===== src/rtl/dmem_port_ctrl_pkg.sv =====
// Shared types, defaults and the address range helper for the data-RAM port controller.
package dmem_port_ctrl_pkg;

  localparam int MC_MEM_BYTES  = 1024;
  localparam int MC_AW         = 10;
  localparam int MC_TIMEOUT    = 16;
  localparam int MC_STARVE_MAX = 4;

  // Access sequencer states.
  typedef enum logic [2:0] {
    MC_IDLE = 3'd0,
    MC_REQ  = 3'd1,
    MC_WAIT = 3'd2,
    MC_ERR  = 3'd3,
    MC_DONE = 3'd4
  } mc_state_e;

  // Requester identity.
  typedef enum logic {
    MC_PORT_IF = 1'b0,
    MC_PORT_DM = 1'b1
  } mc_port_e;

  // An 8-byte access is legal when its last byte (addr+7, computed in 65 bits so
  // a wrap past 2^64 shows up as a huge value) still lies inside the RAM.
  function automatic logic mc_addr_ok(input logic [63:0] addr, input int mem_bytes);
    logic [64:0] last_byte;
    last_byte = {1'b0, addr} + 65'd7;
    return last_byte < 65'(mem_bytes);
  endfunction

endpackage


===== src/rtl/mem_port_arbiter.sv =====
// Fixed-priority arbiter (data port first) with a starvation counter that
// forces a fetch grant after STARVE_MAX consecutive data wins over a waiting fetch.
module mem_port_arbiter
  import dmem_port_ctrl_pkg::*;
#(
  parameter int STARVE_MAX = MC_STARVE_MAX
) (
  input  logic     clk_i,
  input  logic     rst_i,
  input  logic     arb_en_i,
  input  logic     if_req_i,
  input  logic     dm_req_i,
  output logic     gnt_valid_o,
  output mc_port_e gnt_port_o
);

  localparam int SW = $clog2(STARVE_MAX + 1);

  logic [SW-1:0] starve_cnt_q, starve_cnt_d;
  logic          force_if;

  // Grant decision and starvation counter update.
  always_comb begin
    force_if     = if_req_i && (starve_cnt_q == SW'(STARVE_MAX));
    gnt_valid_o  = arb_en_i && (if_req_i || dm_req_i);
    gnt_port_o   = (force_if || !dm_req_i) ? MC_PORT_IF : MC_PORT_DM;
    starve_cnt_d = starve_cnt_q;
    if (gnt_valid_o) begin
      if (gnt_port_o == MC_PORT_IF) begin
        starve_cnt_d = '0;
      end else if (if_req_i) begin
        starve_cnt_d = starve_cnt_q + SW'(1);
      end
    end
  end

  // Starvation counter register.
  always_ff @(posedge clk_i or posedge rst_i) begin
    if (rst_i) begin
      starve_cnt_q <= '0;
    end else begin
      starve_cnt_q <= starve_cnt_d;
    end
  end

endmodule


===== src/rtl/dmem_port_ctrl.sv =====
// Data-RAM port sequencer: arbitrates fetch vs memory stage, range-checks the
// address, runs the req/gnt/rvalid handshake with a timeout, and returns one ack.
module dmem_port_ctrl
  import dmem_port_ctrl_pkg::*;
#(
  parameter int MEM_BYTES  = MC_MEM_BYTES,
  parameter int AW         = MC_AW,
  parameter int TIMEOUT    = MC_TIMEOUT,
  parameter int STARVE_MAX = MC_STARVE_MAX
) (
  input  logic          clk_i,
  input  logic          rst_i,
  input  logic          if_req_i,
  input  logic [63:0]   if_addr_i,
  output logic          if_ack_o,
  output logic [63:0]   if_rdata_o,
  output logic          if_err_o,
  input  logic          dm_req_i,
  input  logic          dm_we_i,
  input  logic [63:0]   dm_addr_i,
  input  logic [63:0]   dm_wdata_i,
  output logic          dm_ack_o,
  output logic [63:0]   dm_rdata_o,
  output logic          dm_err_o,
  output logic          ram_req_o,
  output logic          ram_we_o,
  output logic [AW-1:0] ram_addr_o,
  output logic [63:0]   ram_wdata_o,
  input  logic          ram_gnt_i,
  input  logic          ram_rvalid_i,
  input  logic [63:0]   ram_rdata_i,
  output logic          busy_o
);

  localparam int TW = $clog2(TIMEOUT + 1);

  mc_state_e     state_q, state_d;
  mc_port_e      port_q, port_d;
  logic          we_q, we_d;
  logic [AW-1:0] addr_q, addr_d;
  logic [63:0]   wdata_q, wdata_d;
  logic [63:0]   rdata_q, rdata_d;
  logic          err_q, err_d;
  logic          stale_q, stale_d;
  logic [TW-1:0] tmo_cnt_q, tmo_cnt_d;

  logic          gnt_valid;
  mc_port_e      gnt_port;
  logic [63:0]   sel_addr;
  logic          tmo_hit;
  logic          ack;

  mem_port_arbiter #(.STARVE_MAX(STARVE_MAX)) u_arb (
    .clk_i      (clk_i),
    .rst_i      (rst_i),
    .arb_en_i   (state_q == MC_IDLE),
    .if_req_i   (if_req_i),
    .dm_req_i   (dm_req_i),
    .gnt_valid_o(gnt_valid),
    .gnt_port_o (gnt_port)
  );

  assign sel_addr = (gnt_port == MC_PORT_DM) ? dm_addr_i : if_addr_i;
  assign tmo_hit  = (tmo_cnt_q == TW'(TIMEOUT - 1));

  // Next-state logic: grant latching, handshake progress, timeout and stale tracking.
  always_comb begin
    state_d   = state_q;
    port_d    = port_q;
    we_d      = we_q;
    addr_d    = addr_q;
    wdata_d   = wdata_q;
    rdata_d   = rdata_q;
    err_d     = err_q;
    stale_d   = stale_q;
    tmo_cnt_d = tmo_cnt_q;
    // Leftover data from an aborted read is swallowed whatever state we are in.
    if (stale_q && ram_rvalid_i) begin
      stale_d = 1'b0;
    end
    unique case (state_q)
      MC_IDLE: begin
        if (gnt_valid) begin
          port_d    = gnt_port;
          we_d      = (gnt_port == MC_PORT_DM) && dm_we_i;
          wdata_d   = (gnt_port == MC_PORT_DM) ? dm_wdata_i : '0;
          addr_d    = sel_addr[AW-1:0];
          rdata_d   = '0;
          tmo_cnt_d = '0;
          err_d     = !mc_addr_ok(sel_addr, MEM_BYTES);
          state_d   = mc_addr_ok(sel_addr, MEM_BYTES) ? MC_REQ : MC_ERR;
        end
      end
      MC_REQ: begin
        if (ram_gnt_i && we_q) begin
          state_d = MC_DONE;
        end else if (tmo_hit) begin
          // A read accepted on the very last cycle cannot complete in time;
          // its data will still arrive later and must be dropped.
          err_d   = 1'b1;
          state_d = MC_DONE;
          if (ram_gnt_i) begin
            stale_d = 1'b1;
          end
        end else begin
          tmo_cnt_d = tmo_cnt_q + TW'(1);
          if (ram_gnt_i) begin
            state_d = MC_WAIT;
          end
        end
      end
      MC_WAIT: begin
        if (ram_rvalid_i && !stale_q) begin
          rdata_d = ram_rdata_i;
          state_d = MC_DONE;
        end else if (tmo_hit) begin
          err_d   = 1'b1;
          stale_d = 1'b1;
          state_d = MC_DONE;
        end else begin
          tmo_cnt_d = tmo_cnt_q + TW'(1);
        end
      end
      MC_ERR:  state_d = MC_DONE;
      MC_DONE: state_d = MC_IDLE;
      default: state_d = MC_IDLE;
    endcase
  end

  // State and latched-request registers.
  always_ff @(posedge clk_i or posedge rst_i) begin
    if (rst_i) begin
      state_q   <= MC_IDLE;
      port_q    <= MC_PORT_IF;
      we_q      <= 1'b0;
      addr_q    <= '0;
      wdata_q   <= '0;
      rdata_q   <= '0;
      err_q     <= 1'b0;
      stale_q   <= 1'b0;
      tmo_cnt_q <= '0;
    end else begin
      state_q   <= state_d;
      port_q    <= port_d;
      we_q      <= we_d;
      addr_q    <= addr_d;
      wdata_q   <= wdata_d;
      rdata_q   <= rdata_d;
      err_q     <= err_d;
      stale_q   <= stale_d;
      tmo_cnt_q <= tmo_cnt_d;
    end
  end

  assign ack        = (state_q == MC_DONE);
  assign if_ack_o   = ack && (port_q == MC_PORT_IF);
  assign dm_ack_o   = ack && (port_q == MC_PORT_DM);
  assign if_rdata_o = if_ack_o ? rdata_q : '0;
  assign dm_rdata_o = dm_ack_o ? rdata_q : '0;
  assign if_err_o   = if_ack_o && err_q;
  assign dm_err_o   = dm_ack_o && err_q;

  assign ram_req_o   = (state_q == MC_REQ);
  assign ram_we_o    = ram_req_o && we_q;
  assign ram_addr_o  = ram_req_o ? addr_q : '0;
  assign ram_wdata_o = ram_req_o ? wdata_q : '0;

  assign busy_o = (state_q != MC_IDLE);

endmodule

===== config.mk =====
export PLATFORM = sky130hd
export DESIGN_NAME = dmem_port_ctrl
export DESIGN_NICKNAME = d
export VERILOG_FILES = /design/src/rtl/dmem_port_ctrl_pkg.sv /design/src/rtl/mem_port_arbiter.sv /design/src/rtl/dmem_port_ctrl.sv
export SDC_FILE = /design/constraint.sdc
export NUM_CORES = 1
export LEC_CHECK = 0
export CORE_AREA = 2 2 182 184
export DETAILED_ROUTE_END_ITERATION = 10
export DIE_AREA = 0 0 184 186
export SLEW_MARGIN = 25
export SYNTH_ARGS = -nofsm -noshare
export SYNTH_HDL_FRONTEND = slang
export SYNTH_SLANG_ARGS = --single-unit

===== constraint.sdc =====
create_clock -name clk_i -period 13.7 [get_ports clk_i]
set_clock_uncertainty 0.15 [all_clocks]
set_input_delay 1.37 -clock clk_i [delete_from_list [all_inputs] [get_ports clk_i]]
set_output_delay 1.37 -clock clk_i [all_outputs]
set_load 0.03 [all_outputs]

* Yosys cells after proc, flatten, opt, wreduce, memory -nomap -nowiden
Cells that the tools add are included.
Word-level totals: register bits 153, bits of input ports 263, word-level logic and storage cells 90
Cells by class: add/subtract/negate cells 3, order comparisons 1, eq/ne operators 12, muxes and demuxes 37, bitwise gates (word level) 1, reduce and logical (&&, ||, !) cells 26
Operator list (count):
- $mux W64 | 7
- $pmux W64 S2 | 1
- $add A64 B3 Y65 const B | 1
- $lt A65 B11 Y1 const B | 1
- $mux W3 | 8
- $mux W5 | 4
- $pmux W5 S3 | 1
- $pmux W3 S4 | 1
- $logic_and A1 B1 Y1 | 11
- $mux W1 | 11
- $mux W10 | 1
- $ne A2 B2 Y1 const B | 4
- $eq A3 B2 Y1 const B | 2
- $eq A3 B3 Y1 const B | 2
- $reduce_and A3 Y1 | 2
- $reduce_bool A3 Y1 | 2
- $add A5 B1 Y5 const B | 1
- $eq A5 B4 Y1 const B | 1
- $ne A4 B1 Y1 const B | 1
- $reduce_and A2 Y1 | 2
- $reduce_and A4 Y1 | 1
- $reduce_bool A2 Y1 | 2
- $add A3 B1 Y3 const B | 1
- $eq A3 B1 Y1 const B | 1
- 8 further kinds | 11

* Longest topological paths before layout
Gate-level depths: netlist of run 1.
word-level depth 9, gate-level depth with buffers 16, gate-level depth less buffers 12

* Cells and area by module
A second synthesis of run 1 with hierarchy kept.
Unflattened totals: cell total of the unflattened synthesis 1300, area, all modules 10256.1 sq um
Modules (own cells, without submodules):
- dmem_port_ctrl | times used 1, cells each 1279, area each 10037.1 sq um, sequential area each 3753.6 sq um
- mem_port_arbiter | times used 1, cells each 21, area each 219.0 sq um, sequential area each 75.1 sq um

* Least setup slack after synthesis of run 1
OpenSTA, ideal clock, no wires.
path type input port to flip-flop, start input port dm_addr_i[21], end register state_q[1], library setup time 122 ps, arrival time 4406 ps, path slack 9023 ps, stages on the path 10, path buffers 1, cell sequence nand4_1 or2_1 buf_6 or4_4 a221o_1 or4_4 a2111oi_4 nand4_1 or4_1 a32o_1
Between the ends: longest elaborated chain between the ends 6
RTL lines:
- from (decl) | RTL line dmem_port_ctrl.sv:20 | input logic [63:0] dm_addr_i,
- $mux W64 | RTL line dmem_port_ctrl.sv:63 | assign sel_addr = (gnt_port == MC_PORT_DM) ? dm_addr_i : if_addr_i;
- $add A64 B3 Y65 | RTL line dmem_port_ctrl_pkg.sv:28 | last_byte = {1'b0, addr} + 65'd7;
- $lt A65 B11 Y1 | RTL line dmem_port_ctrl_pkg.sv:29 | return last_byte < 65'(mem_bytes);
- $mux W2 | RTL line dmem_port_ctrl.sv:91 | state_d = mc_addr_ok(sel_addr, MEM_BYTES) ? MC_REQ : MC_ERR;
- $mux W3 | RTL line dmem_port_ctrl.sv:83 | if (gnt_valid) begin
- $pmux W3 S4 | RTL line dmem_port_ctrl.sv:81 | unique case (state_q)
- to (signal assigned) | RTL line dmem_port_ctrl.sv:143 | state_q <= state_d;
- to (decl) | RTL line dmem_port_ctrl.sv:37 | mc_state_e state_q, state_d;
Every way passes these cells. The select of a mux whose other input is x is not followed. A chain may end at the register's enable or synchronous reset.

* Worst setup path in the final report of run 1
start input port if_req_i, end register state_q[1]
Between the ends: longest elaborated chain between the ends 8, elaborated cells on any way between the ends 12
RTL lines:
- from (decl) | RTL line dmem_port_ctrl.sv:13 | input logic if_req_i,
- $logic_and A1 B1 Y1 | RTL line mem_port_arbiter.sv:24 | force_if = if_req_i && (starve_cnt_q == SW'(STARVE_MAX));
- $logic_or A1 B1 Y1 | RTL line mem_port_arbiter.sv:26 | gnt_port_o = (force_if || !dm_req_i) ? MC_PORT_IF : MC_PORT_DM;
- $mux W64 | RTL line dmem_port_ctrl.sv:63
- $add A64 B3 Y65 | RTL line dmem_port_ctrl_pkg.sv:28
- $lt A65 B11 Y1 | RTL line dmem_port_ctrl_pkg.sv:29
- $mux W2 | RTL line dmem_port_ctrl.sv:91
- $mux W3 | RTL line dmem_port_ctrl.sv:83
- $pmux W3 S4 | RTL line dmem_port_ctrl.sv:81
Parallel ways exist; a longest one is shown, timed or not. The select of a mux whose other input is x is not followed.

==> impl_metrics.csv, run 1 <==
group,metric,value,unit
logic_synthesis,ys_warn_count,0,
logic_synthesis,synth_fp_nets,1376,
logic_synthesis,synth-main-ff-cell,"dfrtp_1",
logic_synthesis,synthSimpleGateAreaFrac,30.2,%
clocking,cts_root_buffer,"clkbuf_16",
logic_synthesis,yosys-top-cells-count,"210 x and2_1, 153 x dfrtp_1, 131 x a22o_1",
worst_hold_path,min_path_type,"reg -> reg",
global_routing,grt_pass1_wl,64800,um
logic_synthesis,synth_top_cell_area_share,38.0,%
pwr,power.leakage,6.25,nW
outcome,status,"finished clean",
global_routing,grt_overflow,0,
logic_synthesis,netlist_top_cells_area,"dfrtp_1 38%, and2_1 13%, a22o_1 11%, nand2_1 2.8%, mux2i_1 2.7%",
clocking,clk_pin_slew,0.06,ns
route,drtPass1Iterations,5,
logic_synthesis,ys_types,78,
global_routing,grt_pass1_vias,10400,
worst_setup_path,cpMaxStageDelayCell,"clkdlybuf4s50_1",
sta,max_freq,171,MHz
clocking,numCtsBuffers,17,
logic_synthesis,synth.area.mux_share,3.47,%
sta,final.period_utilization,42.7,%
clocking,clockBufferDepth,2,
clocking,cts_sinks,153,
sta,rsz0062_at_grt,"false",
logic_synthesis,yosysMostFrequentCell,"and2_1",
worst_setup_path,crit_chain,"clkdlybuf4s50_1, nand3_2, nand2_2, buf_4, nand3_1, a221o_1, or4_4, a2111oi_4, nand4_1, or4_1, a32o_1",
cells_and_area,fin_area,15700,um2
logic_synthesis,synth_top_area_cell,"dfrtp_1",
route,wl_per_cell,22.4,um
cells_and_area,syn_to_final_growth,56.2,%
sta,fin_tns_setup,0,ns
logic_synthesis,synthAdderAreaFrac,0.497,%
cells_and_area,layout-drive-gt1-share,5.10,%
pwr,cellPowerDensity,140,nW/um2
worst_setup_path,required,13.87,ns
sta,fin_crit,5.85,ns
clocking,ctsResizeCount,0,
logic_synthesis,synth_top_family_by_area,"simple AND/OR/NAND/NOR gates",
global_routing,antenna_found_initial,6,
global_routing,grt_max_degree,84,
logic_synthesis,synthCells,1109,
logic_synthesis,synth_compound_area_share,21.2,%
worst_setup_path,slowest_delay,0.61,ns
logic_synthesis,yosys.area_share.xor_xnor,2.52,%
die,rows,66,
worst_setup_path,reg2reg_depth,12,
die,dieArea,34200,um2
route,antenna_left,0,
clocking,insertion_delay,0.43,ns
die,initial_utilization,31.3,%
route,drc,0,
placed_design,place_area,15100,um2
worst_setup_path,cp_max_fo,43,
placed_design,place_congestion,0.967,
worst_setup_path,end_kind,"flip-flop",
logic_synthesis,synthArstFlopShare,100,%
worst_hold_path,whs_path_depth,1,
clocking,cts_hold_buf,0,
clocking,htreeDepth,4,
logic_synthesis,syn_avg_cell_area,9.08,um2
global_routing,grt_usage,25.0,%
placed_design,io_buffers,471,
job,max_cap_violations,0,
sta,setup_viol,0,
worst_setup_path,cp-start-kind,"primary input",
die,core,32200,um2
route,first_iter_violations,797,
die,die_w,184,um
worst_setup_path,critPathKind,"in -> reg",
sta,relSlewSlack,30.2,%
sta,hold_violations,0,
clocking,cts_tree,"done",
die,die_y,186,um
worst_setup_path,arrival,6.01,ns
cells_and_area,final_nets,1803,
sta,worst_pin_slew,1.02,ns
logic_synthesis,synth_edf_count,0,
route,vias,10700,
placed_design,place.detailed.hpwl,33700,um
logic_synthesis,synth_seq_cells,153,
logic_synthesis,syn_area,10100,um2
route,vias_per_cell,5.46,
pwr,ir_worst_vdd,0.112,mV
cells_and_area,fillCellCount,3091,
clocking,cts.repair_timing.setup_buffer_count,0,
logic_synthesis,synth_seq_area_share,38.0,%
sta,slew_viol_final,0,
die,pin_count,472,
route,wirelength,44000,um
==> cell type report <==
cell class	instances	area, um2	area share, %
Clock buffer	21	470	2.99
Antenna cell	4	10.0	0.0637
Sequential cell	153	3830	24.3
Timing Repair Buffer	483	4810	30.6
Inverter	16	65.1	0.414
Multi-Input combinational cell	865	5890	37.4
Tap cell	408	510	3.25
Clock inverter	11	143	0.907
==> per-layer routing <==
layer / vias to the layer above / part of all wire (%) / global-route usage [%] / wire length [um]
met5: - / 0.082 / 0 / 36
met4: 6 / 2.5 / 8.26 / 1100
met3: 68 / 7.2 / 5.71 / 3150
met2: 472 / 50 / 44.3 / 22200
met1: 5158 / 40 / 29.8 / 17500
li1: 5002 / - / - / -
==> placed cells by master (no fill, tap or decap), types with 4 or more instances in the layout <==
cell             synthesis  final
a21o_1                   4      4
nand2_1                 76     76
nor3b_1                  5      5
a21oi_1                 23     23
nor3_1                  25     24
or4_1                    9      9
nand2b_1                 5      5
clkdlybuf4s50_1          0    471
or3_1                    8      8
a22o_1                 131    131
dfrtp_1                153    153
mux2i_1                 27     27
o31ai_1                  7      7
ha_1                     4      4
a2111oi_0                5      5
and4_1                  11     11
and2_1                 210    210
inv_1                   15     14
a32o_1                   4      4
xnor2_1                 16     16
mux2_2                   7      7
a32oi_1                  6      6
and3_1                  16     16
o211ai_1                 5      5
o21ai_0                 27     27
nand3_1                 32     32
nor4b_1                  7      6
clkbuf_16                0     17
a31oi_1                 18     18
a211oi_1                 8      8
buf_4                    0     11
nand4_1                 34     34
diode_2                  0      4
nor2_1                  39     36
xor2_1                  13     13
clkinv_2                 0      4
nor4_1                  27     27
==> sequential cells by signal, summed over array words and instances (netlist names) <==
| signal | cells |
|---|---|
| u_arb.starve_cnt_q | 3 |
| wdata_q | 64 |
| err_q | 1 |
| rdata_q | 64 |
| port_q | 1 |
| we_q | 1 |
| stale_q | 1 |
| addr_q | 10 |
| state_q | 3 |
| tmo_cnt_q | 5 |
==> power by group <==
group,switching [mW],internal [mW],leakage [nW],total [mW]
Combinational,0.537,0.419,3.98,0.956
Sequential,0.115,0.632,1.98,0.748
Clock,0.192,0.301,0.299,0.492
Total,0.844,1.35,6.25,2.20
==> path summary, 6_finish.rpt <==
check,from,slack (ns),endpoint
setup / recovery,if_req_i,7.85,state_q[1]
hold / removal,wdata_q[0],0.35,wdata_q[0]
setup reg to reg,u_arb.starve_cnt_q[0],8.77,state_q[1]
hold reg to reg,wdata_q[0],0.35,wdata_q[0]
max in group asynchronous,rst_i,10.88,wdata_q[44]
min in group asynchronous,rst_i,1.34,wdata_q[50]
==> metrics by stage <==
step | utilization, % | total power [mW] | instances | setup slack, ns | hold slack [ns]
after floorplan | - | 1.31 | 1109 | 8.06 | 0.307
after global placement | 46.9 | 1.70 | 1925 | 7.47 | 0.327
after detailed placement | 46.9 | 1.71 | 1925 | 7.48 | 0.333
after CTS | 48.8 | 2.21 | 1957 | 7.95 | 0.350
after global routing | 48.8 | 2.32 | 1957 | 7.62 | 0.357
final | 48.8 | 2.20 | 1961 | 7.85 | 0.345
==> worst max-delay path: cells and delay by family <==
kind	cells	cell delay [ns]
and+or+nand+nor	6	2.42
AOI/OAI and AO/OA	3	1.02
buffers and inverters	2	1.20
==> cells by family (layout without fill, tap and decap cells) <==
logic type               Yosys count  count (layout)
buffers and inverters             91             531
AO/OA/AOI/OAI                    272             272
multiplexers                      34              34
flip-flops                       153             153
AND/OR/NAND/NOR                  526             526
other                              0               4
XOR/XNOR                          29              29
adder cells (fa/ha/maj)            4               4
Note: power is estimated with default switching activity, not from simulation.
==> run 2: changes to the inputs <==
--- a/config.mk
+++ b/config.mk
@@ -5,9 +5,10 @@
 export SDC_FILE = /design/constraint.sdc
 export NUM_CORES = 1
 export LEC_CHECK = 0
-export CORE_AREA = 2 2 182 184
+export CORE_AREA = 2 2 181 183
 export DETAILED_ROUTE_END_ITERATION = 10
-export DIE_AREA = 0 0 184 186
+export DIE_AREA = 0 0 183 185
+export PLACE_DENSITY = 0.67
 export SLEW_MARGIN = 25
 export SYNTH_ARGS = -nofsm -noshare
 export SYNTH_HDL_FRONTEND = slang
==> constraint.sdc (replaced) <==
create_clock -name clk_i -period 4.85 [get_ports clk_i]
set_clock_uncertainty 0.15 [all_clocks]
set_input_delay 0.485 -clock clk_i [delete_from_list [all_inputs] [get_ports clk_i]]
set_output_delay 0.485 -clock clk_i [all_outputs]
set_load 0.03 [all_outputs]
==> impl_metrics.csv, run 2 (synthesis gave the netlist of run 1 again) <==
group,metric,value,unit
pwr,cellPowerDensity,392,nW/um2
cells_and_area,layout-drive-gt1-share,6.73,%
sta,final.period_utilization,87.3,%
sta,fin_crit,4.24,ns
worst_setup_path,slowest_delay,0.56,ns
clocking,clk_pin_slew,0.07,ns
route,drtPass1Iterations,5,
die,core,32000,um2
placed_design,place.detailed.hpwl,34100,um
die,die_w,183,um
sta,worst_pin_slew,0.816,ns
route,wl_per_cell,22.0,um
worst_setup_path,reg2reg_depth,11,
die,initial_utilization,31.4,%
cells_and_area,final_cells,1984,
outcome,status,"finished clean",
clocking,htreeDepth,4,
die,pin_count,472,
pwr,power.leakage,6.38,nW
cells_and_area,syn_to_final_growth,58.2,%
worst_setup_path,r2r-end,"state_q[1]",
worst_hold_path,min_path_type,"in -> async",
cells_and_area,final_common_cell,"clkdlybuf4s50_1",
route,wl_met2,21900,um
route,wirelength,43700,um
worst_setup_path,r2r_setup_slack,0.61,ns
placed_design,place_area,15300,um2
worst_setup_path,crit_chain,"inv_1, ha_1, and3_1, o21ai_1, or4_1, a221o_1, or4_4, a2111oi_4, nand4_1, or4_1, a32o_1",
worst_setup_path,crit_path_start,"u_arb.starve_cnt_q[0]",
worst_setup_path,end_kind,"flip-flop",
worst_setup_path,cp-start-kind,"flip-flop",
sta,whs,0.247,ns
route,vias,11000,
worst_setup_path,cpMaxStageDelayCell,"or4_1",
route,first_iter_violations,847,
clocking,ctsResizeCount,0,
placed_design,io_buffers,471,
global_routing,grt_usage,24.8,%
route,antenna_left,0,
cells_and_area,mostFrequentLayoutCells,"471 x clkdlybuf4s50_1, 210 x and2_1, 153 x dfrtp_1, 131 x a22o_1, 76 x nand2_1",
clocking,numCtsBuffers,17,
route,dr_wl_met3,3080,um
placed_design,dp_cells,1950,
clocking,cts.repair_timing.setup_buffer_count,0,
die,dieArea,33900,um2
cells_and_area,fin_area,15900,um2
clocking,cts_sinks,153,
sta,relSlewSlack,45.4,%
clocking,cts_root_buffer,"clkbuf_16",
sta,max_freq,236,MHz
sta,hold_violations,0,
global_routing,grt_pass1_wl,63500,um
worst_setup_path,cp_max_fo,7,
die,rows,66,
route,vias_per_cell,5.53,
pwr,power,6.25,mW
die,die_y,185,um
cells_and_area,final_nets,1828,
worst_setup_path,arrival,4.41,ns
route,drc,0,
sta,fin_tns_setup,0,ns
clocking,clockBufferDepth,2,
route,m1WireLength,16900,um
sta,setup_viol,0,
worst_setup_path,path_common_cell,"or4_1",
sta,slew_viol_final,0,
clocking,insertion_delay,0.43,ns
worst_setup_path,required,5.03,ns
pwr,ir_worst_vdd,0.223,mV
worst_setup_path,r2r-start,"u_arb.starve_cnt_q[0]",
route,dr.max_layer_used,"met5",
placed_design,place_congestion,0.988,
job,max_cap_violations,0,
cells_and_area,largest_registers,"rdata_q (64), wdata_q (64), addr_q (10)",
clocking,cts_hold_buf,0,
global_routing,antenna_found_initial,5,
global_routing,grt_max_degree,125,
global_routing,grt_pass1_vias,10500,
global_routing,grt_overflow,0,
worst_setup_path,critPathKind,"reg -> reg",
clocking,cts_tree,"done",
sta,rsz0062_at_grt,"false",
run 2: changes by cell type in the layout (fill, tap and decap cells not counted), sizes merged:
cell	previous run	this run
buf	12	37
clkbuf	21	18
clkinvlp	2	3
diode	4	2
inv	17	19
run 2: area by class of cell:
class,instances,area [um2]
fill,3022,16100
multi-input combinational,865,5890
timing repair buffer,508,5020
sequential,153,3830
tap,408,510
clock buffer,18,439
clock inverter,14,170
inverter,16,65.1
antenna,2,5.00
run 2: how the worst max path moves through the flow:
stage | slack (ns) | depth (start not counted) | end
after detailed placement | 0.22 | 10 | state_q[1]
after global placement | 0.24 | 10 | state_q[1]
after floorplan | 0.09 | 1 | addr_q[0]
after global routing | 0.39 | 13 | state_q[1]
after CTS | 0.62 | 11 | state_q[1]
final | 0.61 | 11 | state_q[1]
run 2: routing by layer:
metal	vias up	global-route usage (%)
met2	565	44.1
li1	5039	-
met1	5261	29.2
met5	-	0
met3	91	4.78
met4	8	10.3
run 2: critical path, delay by kind of cell, from the launching register on:
kind | cells | cell delay, ns
AO/OA/AOI/OAI | 4 | 1.20
buffers and inverters | 1 | 0.09
adder cells (fa/ha/maj) | 1 | 0.19
AND/OR/NAND/NOR | 5 | 2.10
flip-flops | 1 | 0.39
run 2: per-stage QoR:
step           setup WS (ns)  util (%)
6_report               0.615      49.7
5_1_grt                0.392      49.7
4_1_cts                0.618      49.7
3_5_place_dp           0.224      47.8
3_3_place_gp           0.245      47.8
2_1_floorplan         0.0936         -
run 2: report_power, final:
part	leakage (nW)	switching, mW	internal, mW
logic	4.10	1.50	1.20
registers	1.98	0.373	1.79
clock network	0.294	0.563	0.826
==> run 3: changes to the inputs <==
--- a/config.mk
+++ b/config.mk
@@ -5,10 +5,9 @@
 export SDC_FILE = /design/constraint.sdc
 export NUM_CORES = 1
 export LEC_CHECK = 0
-export CORE_AREA = 2 2 181 183
+export CORE_AREA = 2 2 182 184
 export DETAILED_ROUTE_END_ITERATION = 10
-export DIE_AREA = 0 0 183 185
-export PLACE_DENSITY = 0.67
+export DIE_AREA = 0 0 184 186
 export SLEW_MARGIN = 25
 export SYNTH_ARGS = -nofsm -noshare
 export SYNTH_HDL_FRONTEND = slang
==> constraint.sdc (replaced) <==
create_clock -name clk_i -period 4.38 [get_ports clk_i]
set_clock_uncertainty 0.15 [all_clocks]
set_input_delay 0.438 -clock clk_i [delete_from_list [all_inputs] [get_ports clk_i]]
set_output_delay 0.438 -clock clk_i [all_outputs]
set_load 0.03 [all_outputs]
==> impl_metrics.csv, run 3 (synthesis gave the netlist of run 1 again) <==
group,metric,value,unit
worst_setup_path,critPathKind,"reg -> reg",
sta,setup_viol,0,
sta,slew_viol_final,0,
clocking,insertion_delay,0.43,ns
die,die_w,184,um
route,drc,0,
sta,max_freq,246,MHz
placed_design,dp_cells,2012,
sta,relSlewSlack,42.8,%
placed_design,io_buffers,471,
clocking,clk_pin_slew,0.07,ns
clocking,htreeDepth,4,
sta,hold_violations,0,
worst_setup_path,arrival,4.22,ns
die,pin_count,472,
sta,rsz0062_at_grt,"false",
pwr,pwr-share-comb,43.7,%
route,first_iter_violations,869,
cells_and_area,mostFrequentLayoutCells,"471 x clkdlybuf4s50_1, 210 x and2_1, 153 x dfrtp_1, 131 x a22o_1, 95 x buf_4",
placed_design,place.detailed.hpwl,35200,um
pwr,p_int,4.30,mW
outcome,status,"finished clean",
pwr,sw_frac_of_total,38.2,%
worst_setup_path,cpMaxStageDelayCell,"or4_1",
worst_setup_path,crit_chain,"inv_1, ha_1, nand3_2, buf_12, a2111o_1, a222oi_1, buf_4, nand3_1, or2_2, mux2_2, nor4_2, nand4_1, or4_1, a32o_1",
cells_and_area,syn_to_final_growth,63.6,%
global_routing,antenna_found_initial,7,
pwr,seqPwrFrac,33.7,%
route,wirelength,44500,um
sta,worst_pin_slew,0.850,ns
pwr,power.leakage,6.70,nW
clocking,numCtsBuffers,17,
clocking,clockBufferDepth,2,
global_routing,grt_max_degree,85,
cells_and_area,final_nets,1891,
sta,fin_crit,4.06,ns
worst_setup_path,slowest_delay,0.49,ns
route,wl_per_cell,21.7,um
cells_and_area,layout-drive-gt1-share,10.4,%
die,die_y,186,um
placed_design,pre_cts_ws,-0.370,ns
worst_hold_path,min_path_type,"in -> async",
global_routing,grt_pass1_vias,10500,
pwr,pwr-share-clk,22.6,%
route,drtPass1Iterations,5,
job,max_cap_violations,0,
global_routing,grt_pass1_wl,64900,um
pwr,ir_worst_vdd,0.360,mV
cells_and_area,fin_util,51.1,%
worst_setup_path,required,4.54,ns
die,dieArea,34200,um2
die,rows,66,
clocking,cts_tree,"done",
die,initial_utilization,31.3,%
placed_design,place_congestion,0.974,
clocking,cts_hold_buf,0,
route,vias,11000,
clocking,cts_root_buffer,"clkbuf_16",
sta,whs,0.333,ns
cells_and_area,final_cells,2048,
sta,fin_tns_setup,0,ns
sta,final.period_utilization,92.8,%
worst_setup_path,end_kind,"flip-flop",
pwr,cellPowerDensity,423,nW/um2
global_routing,grt_overflow,0,
cells_and_area,final_common_cell,"clkdlybuf4s50_1",
worst_setup_path,cp_max_fo,18,
route,vias_per_cell,5.38,
worst_setup_path,cp-start-kind,"flip-flop",
cells_and_area,largest_registers,"rdata_q (64), wdata_q (64), addr_q (10)",
clocking,cts_sinks,153,
die,core,32200,um2
pwr,switchingPower,2.66,mW
global_routing,grt_usage,25.2,%
route,antenna_left,0,
sta,setup_ws,0.315,ns
[run 3: cell types whose count changed in the layout (fill, tap and decap cells not counted), sizes merged]
| cell | delta |
|---|---|
| inv | -2 |
| buf | +63 |
| clkinv | +1 |
| bufinv | +1 |
| clkbuf | -1 |
| diode | +2 |
[run 3: cell type report]
cell class	instances	area, um2
fill	3068	15700
sequential	153	3830
antenna	4	10.0
multi-input combinational	865	5910
tap	408	510
inverter	16	63.8
clock buffer	17	425
clock inverter	14	198
timing repair buffer	571	5530
[run 3: path summary, 6_finish.rpt]
| check | from | end | cells after the start | slack [ns] |
|---|---|---|---|---|
| worst max-delay path | u_arb.starve_cnt_q[0] | state_q[1] | 14 | 0.32 |
| worst min-delay path | rst_i | wdata_q[51] | 2 | 0.33 |
| worst max register to register | u_arb.starve_cnt_q[0] | state_q[1] | 14 | 0.32 |
| worst min register to register | wdata_q[52] | wdata_q[52] | 1 | 0.35 |
| max in group asynchronous | rst_i | tmo_cnt_q[2] | 3 | 2.77 |
| min in group clk_i | wdata_q[52] | wdata_q[52] | 1 | 0.35 |
[run 3: timing repair]
item	4_1_cts	5_1_grt
hold endpoints to repair	0	0
buffers inserted	0	1
pin swaps	0	1
endpoints found under the setup margin	1	1
resized for setup	1	4
[run 3: metrics by stage]
stage	power, mW	cell area [um2]
after floorplan	4.10	10100
after global placement	5.37	15800
after detailed placement	5.41	15800
after CTS	7.02	16400
after global routing	7.37	16500
final	6.96	16500
[run 3: worst max-delay path, delay by kind of cell (launching register included)]
family                   cells  cell delay (ns)
buffers and inverters        3             0.48
multiplexers                 1             0.29
AO/OA/AOI/OAI                3             0.92
adder cells (fa/ha/maj)      1             0.20
flip-flops                   1             0.39
AND/OR/NAND/NOR              6             1.50
[run 3: power by group through the flow]
| stage | clock, mW | sequential [mW] | combinational (mW) |
|---|---|---|---|
| global route | 1.67 | 2.42 | 3.28 |
| CTS | 1.61 | 2.34 | 3.07 |
| floorplan | 0 | 2.22 | 1.89 |
| finish | 1.57 | 2.35 | 3.04 |
| global placement | 0 | 2.34 | 3.03 |
| detailed placement | 0 | 2.37 | 3.04 |
[run 3: metal layers]
metal	track usage, %	routed length, um	vias to the layer above
met2	44.0	22200	470
met4	11.3	1650	6
met5	0	36	-
met3	5.89	3110	92
li1	-	-	5168
met1	29.5	17500	5285
==> edit, RTL diff (config.mk and constraints of run 3) <==
The 5 states of `mc_state_e` get a Gray code encoding in 3 bits.
--- a/src/rtl/dmem_port_ctrl_pkg.sv
+++ b/src/rtl/dmem_port_ctrl_pkg.sv
@@ -9,9 +9,9 @@
   // Access sequencer states.
   typedef enum logic [2:0] {
-    MC_IDLE = 3'd0,
-    MC_REQ  = 3'd1,
-    MC_WAIT = 3'd2,
-    MC_ERR  = 3'd3,
-    MC_DONE = 3'd4
+    MC_IDLE = 3'b000,
+    MC_REQ  = 3'b001,
+    MC_WAIT = 3'b011,
+    MC_ERR  = 3'b010,
+    MC_DONE = 3'b110
   } mc_state_e;
 
Check against the original RTL: no difference found for any inputs over 4 cycles, from zero or initial values and one cycle with rst_i high; so few cycles prove little.
==> edit against run 3 <==
- total power is 23% lower
- sequential cell count stayed put
- area after synthesis is 11% higher
- global-route usage is 5.5 points higher
- wire length is 20% higher
- via count is 16% higher
- die area stayed put
- count of clock-buffer cells in the layout is 2 higher
- non-clock buffer count is 47 lower
- worst setup slack better by 0.066 ns
- maximum frequency is 1.6% higher
- cell area is 3.9% higher
- largest power group is now sequential cells
==> edit: results <==
worst_setup_path:
  critical_path.reg2reg.endpoint: "err_q$_DFFE_PP0P_"
  slowest_stage: "a2111oi_1"
  reg2reg_depth: 13
  crit_fanout: 14
cells_and_area:
  clkCellAreaFrac_pct: 3.55
  num_antenna_cells: 8
  layout-drive-gt1-share_pct: 6.83
  nMultiInputCombCells: 1105
  n_all_buffers: 524
  area.growth.synth_to_final_pct: 53.7
placed_design:
  placedInstanceArea_um2: 16500
  place_congestion: 1.02
outcome:
  status: "finished, final reports clean"
route:
  wirelength_um: 53500
  route.met3.wl_um: 4240
  viasPerCell: 5.68
  drtIter0Drc: 1017
timing:
  slew-limit-headroom_pct: 37.4
synth:
  netlist_top_cells_area: "dfrtp_1 34%, and2_1 12%, nand2_1 7.3%"
  synth_nets: 1639
  synth_common_cells: "215 x nand2_1, 212 x and2_1, 153 x dfrtp_1, 96 x nand3_1, 70 x nor2_1"
clocking:
  cts.repair.resized: 0
pwr:
  p_int_uw: 3520
  seqPwrFrac_pct: 37.4
  leakage_uw: 0.00703
grt:
  grt_pass1_wl_um: 78300
  grt_pass1_vias: 12200
==> edit: changes by cell type after synthesis, sizes merged, moves of 12 or more <==
cell	delta
mux2i	+12
nand2	+139
nor2	+31
a22o	-63
nand4	+30
buf	+23
nand3	+64
==> edit: cell families (layout without fill, tap and decap cells) <==
family | after synthesis | after routing | synth area share, %
compound gates | 250 | 250 | 17.3
xor+xnor | 28 | 28 | 2.20
fa+ha+maj | 4 | 4 | 0.450
buf+inv | 114 | 571 | 4.34
flops | 153 | 153 | 34.4
mux | 44 | 44 | 4.01
other cells | 0 | 8 | 0
simple gates | 779 | 779 | 37.2
==> edit: worst min-delay path, stage by stage (launching register included) <==
cell and delay, ns:
dfrtp_1 0.35, nand2_1 0.05, nand2_1 0.05
==> edit: per-layer routing <==
metal | GRT usage, % | vias to the layer above
met1 | 35.2 | 6128
li1 | - | 5879
met2 | 53.1 | 601
met5 | 0 | -
met4 | 15.5 | 10
met3 | 7.75 | 127
